==> src/rtl/reset_seq_pkg.sv <==
// Shared state encoding and default timing constants for the reset sequencer.
package reset_seq_pkg;

  localparam int unsigned CNT_W_DEF         = 30;
  localparam logic [29:0] SETTLE_CYCLES_DEF = 30'd1000;
  localparam logic [29:0] STAGE_GAP_DEF     = 30'd500;

  localparam logic [1:0] ST_WAIT_LOCK = 2'd0;
  localparam logic [1:0] ST_SETTLE    = 2'd1;
  localparam logic [1:0] ST_RELEASE   = 2'd2;
  localparam logic [1:0] ST_DONE      = 2'd3;

endpackage

==> src/rtl/sync_2ff.sv <==
// Two-flop synchronizer for a single asynchronous level; both flops clear on rst_i.
module sync_2ff (
  input  logic clk_i,
  input  logic rst_i,
  input  logic d_i,
  output logic q_o
);

  logic meta_q;

  always_ff @(posedge clk_i or posedge rst_i) begin
    if (rst_i) begin
      meta_q <= '0;
      q_o    <= '0;
    end else begin
      meta_q <= d_i;
      q_o    <= meta_q;
    end
  end

endmodule

==> src/rtl/reset_sequencer.sv <==
// Ordered reset-release sequencer: waits for a settled PLL lock, then releases
// reset domains one by one, bit 0 first, with a fixed gap between stages.
module reset_sequencer
  import reset_seq_pkg::*;
#(
  parameter int unsigned          NUM_STAGES    = 4,
  parameter int unsigned          CNT_W         = CNT_W_DEF,
  parameter logic [CNT_W-1:0]     SETTLE_CYCLES = CNT_W'(SETTLE_CYCLES_DEF),
  parameter logic [CNT_W-1:0]     STAGE_GAP     = CNT_W'(STAGE_GAP_DEF)
) (
  input  logic                  clk_in,
  input  logic                  rst,
  input  logic                  pll_locked,
  input  logic                  sw_rst_req,
  output logic [NUM_STAGES-1:0] rst_out,
  output logic                  seq_done,
  output logic [1:0]            seq_state
);

  localparam int unsigned      STG_W       = $clog2(NUM_STAGES) + 1;
  localparam logic [CNT_W-1:0] SETTLE_LAST = SETTLE_CYCLES - CNT_W'(1);
  localparam logic [CNT_W-1:0] GAP_LAST    = STAGE_GAP - CNT_W'(1);
  localparam logic [STG_W-1:0] STAGE_LAST  = STG_W'(NUM_STAGES - 1);

  logic                  locked_sync;
  logic                  abort;
  logic [1:0]            state_q, state_d;
  logic [CNT_W-1:0]      cnt_q, cnt_d;
  logic [STG_W-1:0]      stage_q, stage_d;
  logic [NUM_STAGES-1:0] rst_out_q, rst_out_d;
  logic                  done_q, done_d;

  sync_2ff u_lock_sync (
    .clk_i (clk_in),
    .rst_i (rst),
    .d_i   (pll_locked),
    .q_o   (locked_sync)
  );

  assign abort = !locked_sync || sw_rst_req;

  always_comb begin
    state_d   = state_q;
    cnt_d     = cnt_q;
    stage_d   = stage_q;
    rst_out_d = rst_out_q;
    done_d    = done_q;

    if (state_q != ST_WAIT_LOCK && abort) begin
      state_d   = ST_WAIT_LOCK;
      cnt_d     = '0;
      stage_d   = '0;
      rst_out_d = '1;
      done_d    = 1'b0;
    end else begin
      // Released bits always form a run of zeros from bit 0, so shifting left
      // by one releases exactly the next stage.
      case (state_q)
        ST_WAIT_LOCK: begin
          cnt_d     = '0;
          stage_d   = '0;
          rst_out_d = '1;
          done_d    = 1'b0;
          if (locked_sync) state_d = ST_SETTLE;
        end
        ST_SETTLE: begin
          if (cnt_q == SETTLE_LAST) begin
            cnt_d     = '0;
            stage_d   = '0;
            rst_out_d = rst_out_q << 1;
            if (NUM_STAGES == 1) begin
              state_d = ST_DONE;
              done_d  = 1'b1;
            end else begin
              state_d = ST_RELEASE;
            end
          end else begin
            cnt_d = cnt_q + CNT_W'(1);
          end
        end
        ST_RELEASE: begin
          if (cnt_q == GAP_LAST) begin
            cnt_d     = '0;
            stage_d   = stage_q + STG_W'(1);
            rst_out_d = rst_out_q << 1;
            if (stage_q + STG_W'(1) == STAGE_LAST) begin
              state_d = ST_DONE;
              done_d  = 1'b1;
            end
          end else begin
            cnt_d = cnt_q + CNT_W'(1);
          end
        end
        default: begin
          cnt_d = '0;
        end
      endcase
    end
  end

  always_ff @(posedge clk_in or posedge rst) begin
    if (rst) begin
      state_q   <= ST_WAIT_LOCK;
      cnt_q     <= '0;
      stage_q   <= '0;
      rst_out_q <= '1;
      done_q    <= 1'b0;
    end else begin
      state_q   <= state_d;
      cnt_q     <= cnt_d;
      stage_q   <= stage_d;
      rst_out_q <= rst_out_d;
      done_q    <= done_d;
    end
  end

  assign rst_out   = rst_out_q;
  assign seq_done  = done_q;
  assign seq_state = state_q;

endmodule
==> config.mk <==
export PLATFORM = sky130hd
export DESIGN_NAME = reset_sequencer
export DESIGN_NICKNAME = d
export VERILOG_FILES = /design/src/rtl/reset_seq_pkg.sv /design/src/rtl/sync_2ff.sv /design/src/rtl/reset_sequencer.sv
export SDC_FILE = /design/constraint.sdc
export NUM_CORES = 1
export LEC_CHECK = 0
export CORE_ASPECT_RATIO = 1.2
export CORE_MARGIN = 2
export CORE_UTILIZATION = 59
export CTS_CLUSTER_DIAMETER = 30
export DETAILED_ROUTE_END_ITERATION = 7
export PLACE_DENSITY_LB_ADDON = 0.05
export SETUP_SLACK_MARGIN = 0.2
export SLEW_MARGIN = 20
export SYNTH_ARGS = -nofsm -noshare
export SYNTH_HDL_FRONTEND = slang
export SYNTH_HIERARCHICAL = 1
export SYNTH_SLANG_ARGS = --single-unit
export TNS_END_PERCENT = 10
==> constraint.sdc <==
create_clock -name clk_in -period 2.45 [get_ports clk_in]
set_input_delay 0.245 -clock clk_in [delete_from_list [all_inputs] [get_ports clk_in]]
set_output_delay 0.245 -clock clk_in [all_outputs]
set_load 0.02 [all_outputs]
After elaboration in Yosys (flattened, before gate mapping)
Index checks and enable logic that the tools add are counted.
{"block": "op_classes", "n_addsub": 2, "eq_ne": 9, "muxes": 22, "reduce_logical": 10}
{"op": "$mux 30", "count": 3}
{"op": "$pmux 30 s2", "count": 1}
{"op": "$add 30x1->30 const B", "count": 1}
{"op": "$eq 30x10->1 const B", "count": 1}
{"op": "$eq 30x9->1 const B", "count": 1}
{"op": "$mux 4", "count": 3}
{"op": "$pmux 4 s3", "count": 1}
{"op": "$mux 2", "count": 5}
{"op": "$mux 3", "count": 3}
{"op": "$ne 3x3->1 const B", "count": 3}
{"op": "$pmux 3 s3", "count": 1}
{"op": "$pmux 2 s3", "count": 1}
{"op": "$reduce_and 3->1", "count": 2}
{"op": "$reduce_and 5->1", "count": 1}
{"op": "$reduce_bool 4->1", "count": 1}
{"op": "$add 3x1->3 const B", "count": 1}
{"op": "$eq 3x2->1 const B", "count": 1}
{"op": "$mux 1", "count": 3}
{"op": "$ne 3x2->1 const B", "count": 1}
{"op": "$reduce_bool 3->1", "count": 1}
{"op": "$eq 2x1->1 const B", "count": 1}
{"op": "$eq 2x2->1 const B", "count": 1}
{"op": "$logic_not 2->1", "count": 1}
{"op": "$pmux 1 s2", "count": 1}
{"op": "4 further kinds", "count": 4}
{"block": "word_totals", "ff_bits": 42, "in_bits": 4, "out_inout_bits": 7, "wordCells": 50}

Longest topological paths before layout
{"block": "depth", "depth_word": 6, "ltp_mapped": 7, "ltp_nobuf": 7}

By module
The synthesis kept the hierarchy.
{"mod": "reset_sequencer", "instances": 1, "cells_each": 214, "area_per_inst_um2": 2174.6, "seq_area_each_um2": 1006.0}
{"mod": "sync_2ff", "instances": 1, "cells_each": 3, "area_per_inst_um2": 53.8, "seq_area_each_um2": 50.0}

Worst setup path before layout
Ideal clock, no wire load.
{"block": "synth_timing", "path_kind": "reg2reg", "start": "register cnt_q[0]", "end": "register stage_q[2]", "setup_ns": 0.126, "arrival_ns": 1.962, "required_ns": 2.324, "setup_slack_ns": 0.362, "stages_incl_launch_ff": 7, "n_path_buf": 0, "period_less_slack_ns": 2.088, "cell_sequence": "dfrtp_1 ha_1 nand2_1 or4_4 o311ai_4 o211ai_4 a221o_1"}
{"block": "synth_via", "elab_chain_len": 3, "word_cells_on_any_way": 5, "cone_classes": "4 x eq/ne; 1 x reduce/logical"}
{"item": "from (decl)", "line_no": "reset_sequencer.sv:28", "rtl": "logic [CNT_W-1:0] cnt_q, cnt_d;"}
{"item": "from (signal assigned)", "line_no": "reset_sequencer.sv:110", "rtl": "cnt_q <= cnt_d;"}
{"item": "$eq 30x9->1 or $eq 30x10->1 (tied branches)", "line_no": "reset_sequencer.sv:82, reset_sequencer.sv:67"}
{"item": "$ne 3x3->1 (no line)"}
{"item": "$reduce_and 3->1 (no line) (*)"}
{"item": "to (signal assigned)", "line_no": "reset_sequencer.sv:111", "rtl": "stage_q <= stage_d;"}
{"item": "to (decl)", "line_no": "reset_sequencer.sv:29", "rtl": "logic [STG_W-1:0] stage_q, stage_d;"}
Mark *: on every way between the ends. The rest lies on a longest branch, timed or not.
A chain may end at the register's enable or synchronous reset.

Worst setup path after layout
Same ends and word-level chain as after synthesis.

==> run summary <==
P_sw -> 0.668 mW
Seq pwr share -> 0.402
Worst path max stage delay -> 0.55 ns
# DRC -> 0
Share of cells above drive strength 1 -> 0.149
Pin count of the biggest net entering global routing -> 41
Worst Path Arrival -> 2.36 ns
Status -> complete, no violations
Crit Path Max Fanout -> 6
Synth area leader -> dfrtp_1
Cts hold-fix bufs -> 0
Post-synth net total -> 227
Vias/cell -> 5.57
Chip Width -> 60.1 um
Worst Hold Class -> input pin to async pin
Post-Route Setup TNS -> 0 ns
First-pass GRT wire length -> 7290 um
Clk sinks -> 42
P&R area growth vs syn -> 15.8%
TritonCTS clock tree -> yes
CTS buffer count -> 5
Row Count -> 24
Sw Share -> 0.334
Final RePlAce weighted congestion -> 0.830
VDD IR-drop max -> 0.425 mV
P per Cell Area -> 775 nW/um2
Chip height -> 71.3 um
Family with the most delay on the worst path -> compound AO/OA/AOI/OAI gates
Synth async-reset ratio -> 1.00
Total Die Area -> 4290 um2
Crit-path cells -> ha_4 > nand2_1 > or4_4 > o311ai_4 > o211ai_4 > a221o_1
LEAKAGE -> 1.11 nW
Clock insertion delay at the later pin of the skew report -> 0.29 ns
1st-iter DRT viols -> 59
Mapped Area -> 2230 um2
Remaining antenna violation count -> 0
Predominant post-synthesis flop cell -> dfrtp_1
Final hold vios -> 0
Maxcap violations -> 0
Root Buffer -> clkbuf_8
Worst setup path class -> flip-flop to flip-flop
Comb pwr share -> 0.371
Number of global-route vias before repair -> 1,681
DR pass1 iterations -> 4
Post-place setup slack -> 0.211 ns
Rel. slew slack -> 0.615
Yosys reg bits -> 42
Synth top cells by count -> nor2_1, dfrtp_1, xor2_1
Post-synth EDFFs -> 0
Total congestion overflow -> 0
CTS H-Tree Depth -> 2
Initial Util -> 0.613
WL/cell -> 14.4 um
Synthesis warning total -> 6
Yosys top cell area share -> 0.427
Total GRT Usage -> 0.226
DR WL met2 -> 2240 um
Fin. max-slew vios -> 0
RSZ-0062 raised after global routing -> false
PortBufs -> 10
Synth unique cells -> 43
Int Power -> 1.33 mW
Core area -> 3630 um2
Least-Margin Pin Slew -> 0.574 ns
Max Freq -> 460 MHz
DR vias -> 1,632
Final setup viols -> 0
Top-count cell post-synth -> nor2_1
Initial antenna violation count -> 0
Clock buffer depth -> 2
DP HPWL -> 2910 um
Fin crit period -> 2.17 ns
WL final -> 4210 um
# diodes -> 0
Post-layout net count -> 250
Highest metal used -> met4
Met1 WL -> 1790 um
Number of I/O pins -> 11
Worst Skew -> 0.00614 ns
Slowest cell on the critical path -> or4_4
Startpoint types -> flip-flop
CP required -> 2.63 ns
WP buf/inv -> 0
Setup ws final -> 0.277 ns
Crit end category -> flip-flop
Metal3 WL -> 86 um
Worst-path clk slew -> 0.08 ns
Reg2reg setup slack -> 0.28 ns
Ranking of synthesized cells by area -> dfrtp_1, xor2_1, nor2_1, dfstp_2, ha_1
Clk pwr share -> 0.227
Syn Inst Count -> 217
Seq/Total Area, Yosys -> 0.474
Syn_area_per_cell -> 10.3 um2
Fin crit share -> 0.887
## repair_timing
| action | CTS | global route |
|---|---|---|
| pin swaps | 1 | 3 |
| gates resized for setup | 2 | 1 |
| buffers inserted | 1 | 6 |
| endpoints found under the setup margin | 2 | 2 |
## cell usage in the layout (no fill, tap or decap), drive strengths merged
| cell type | instances |
|---|---|
| and3 | 4 |
| xnor2 | 7 |
| o21ai | 4 |
| o31ai | 1 |
| ha | 6 |
| or2 | 1 |
| a21o | 1 |
| clkinvlp | 1 |
| and4 | 4 |
| o41ai | 1 |
| o211ai | 2 |
| clkbuf | 6 |
| or4 | 1 |
| mux2i | 5 |
| dfstp | 4 |
| nor2b | 4 |
| nand3 | 9 |
| nor4 | 7 |
| nand4 | 13 |
| a221o | 1 |
| nor2 | 41 |
| a21oi | 1 |
| or3 | 1 |
| clkdlybuf4s50 | 10 |
| or4bb | 1 |
| o221a | 1 |
| o311ai | 1 |
| and3b | 2 |
| a41oi | 1 |
| nor3b | 1 |
| nor3 | 3 |
| clkinv | 1 |
| and2 | 1 |
| nand2 | 11 |
| buf | 11 |
| mux2 | 3 |
| xor2 | 20 |
| dfrtp | 38 |
| inv | 11 |
## state kept, by name, indices dropped and copies added, names as in the netlist
signal / flops
stage_q: 3
seq_done: 1
u_lock_sync/q_o: 1
seq_state: 2
rst_out: 4
u_lock_sync/meta_q: 1
cnt_q: 30
## layer usage
| layer | track usage | vias up |
|---|---|---|
| li1 | - | 801 |
| met1 | 0.264 | 805 |
| met2 | 0.393 | 17 |
| met3 | 0.0505 | 9 |
| met4 | 0.0864 | 0 |
| met5 | 0 | - |
## path summary, 6_finish.rpt
kind / from / end / cells past startpoint
max: cnt_q[0] / stage_q[2] / 6
min: rst / u_lock_sync/meta_q / 2
max reg2reg: cnt_q[0] / stage_q[2] / 6
min reg2reg: u_lock_sync/meta_q / u_lock_sync/q_o / 0
max in group asynchronous: rst / rst_out[0] / 3
min in group clk_in: u_lock_sync/meta_q / u_lock_sync/q_o / 0
## per-stage QoR
stage               power, mW  std cells  hold slack, ns   util  instance area [um2]
floorplan                1.27        217         -0.0138      -                 2230
global placement         1.45        278           0.337  0.664                 2410
detailed placement       1.47        278           0.346  0.664                 2410
CTS                      1.93        287           0.119  0.695                 2520
global route             2.12        293           0.128  0.710                 2580
finish                   2.00        293           0.116  0.710                 2580
## cell families after synthesis
kind of cell / count (synthesis) / share of synthesized area
buf+inv: 16 / 0.0286
xor+xnor: 27 / 0.106
flops: 42 / 0.474
fa+ha+maj: 6 / 0.0337
compound gates: 14 / 0.0601
simple gates: 104 / 0.260
mux: 8 / 0.0376
## power by group through the flow
| stage | Sequential (mW) | Clock, mW | Combinational (mW) |
|---|---|---|---|
| 2_1_floorplan | 0.852 | 0 | 0.422 |
| 3_3_place_gp | 0.808 | 0 | 0.638 |
| 3_5_place_dp | 0.815 | 0 | 0.657 |
| 4_1_cts | 0.802 | 0.468 | 0.662 |
| 5_1_grt | 0.814 | 0.499 | 0.808 |
| 6_report | 0.805 | 0.454 | 0.742 |
## cell type report
class                      instances  area [um2]
clock inverter                     2        12.5
fill                             282        1050
multi-input combinational        159        1130
inverter                          11        41.3
timing repair buffer              21         195
tap                               52        65.1
sequential                        42        1060
clock buffer                       6        82.6
## worst register-to-register path, cell delays in order, from the launching register on
cell	delay (ns)
dfrtp_1	0.41
ha_4	0.18
nand2_1	0.05
or4_4	0.55
o311ai_4	0.36
o211ai_4	0.17
a221o_1	0.35
No activity file was read; power rests on OpenSTA's default activity.
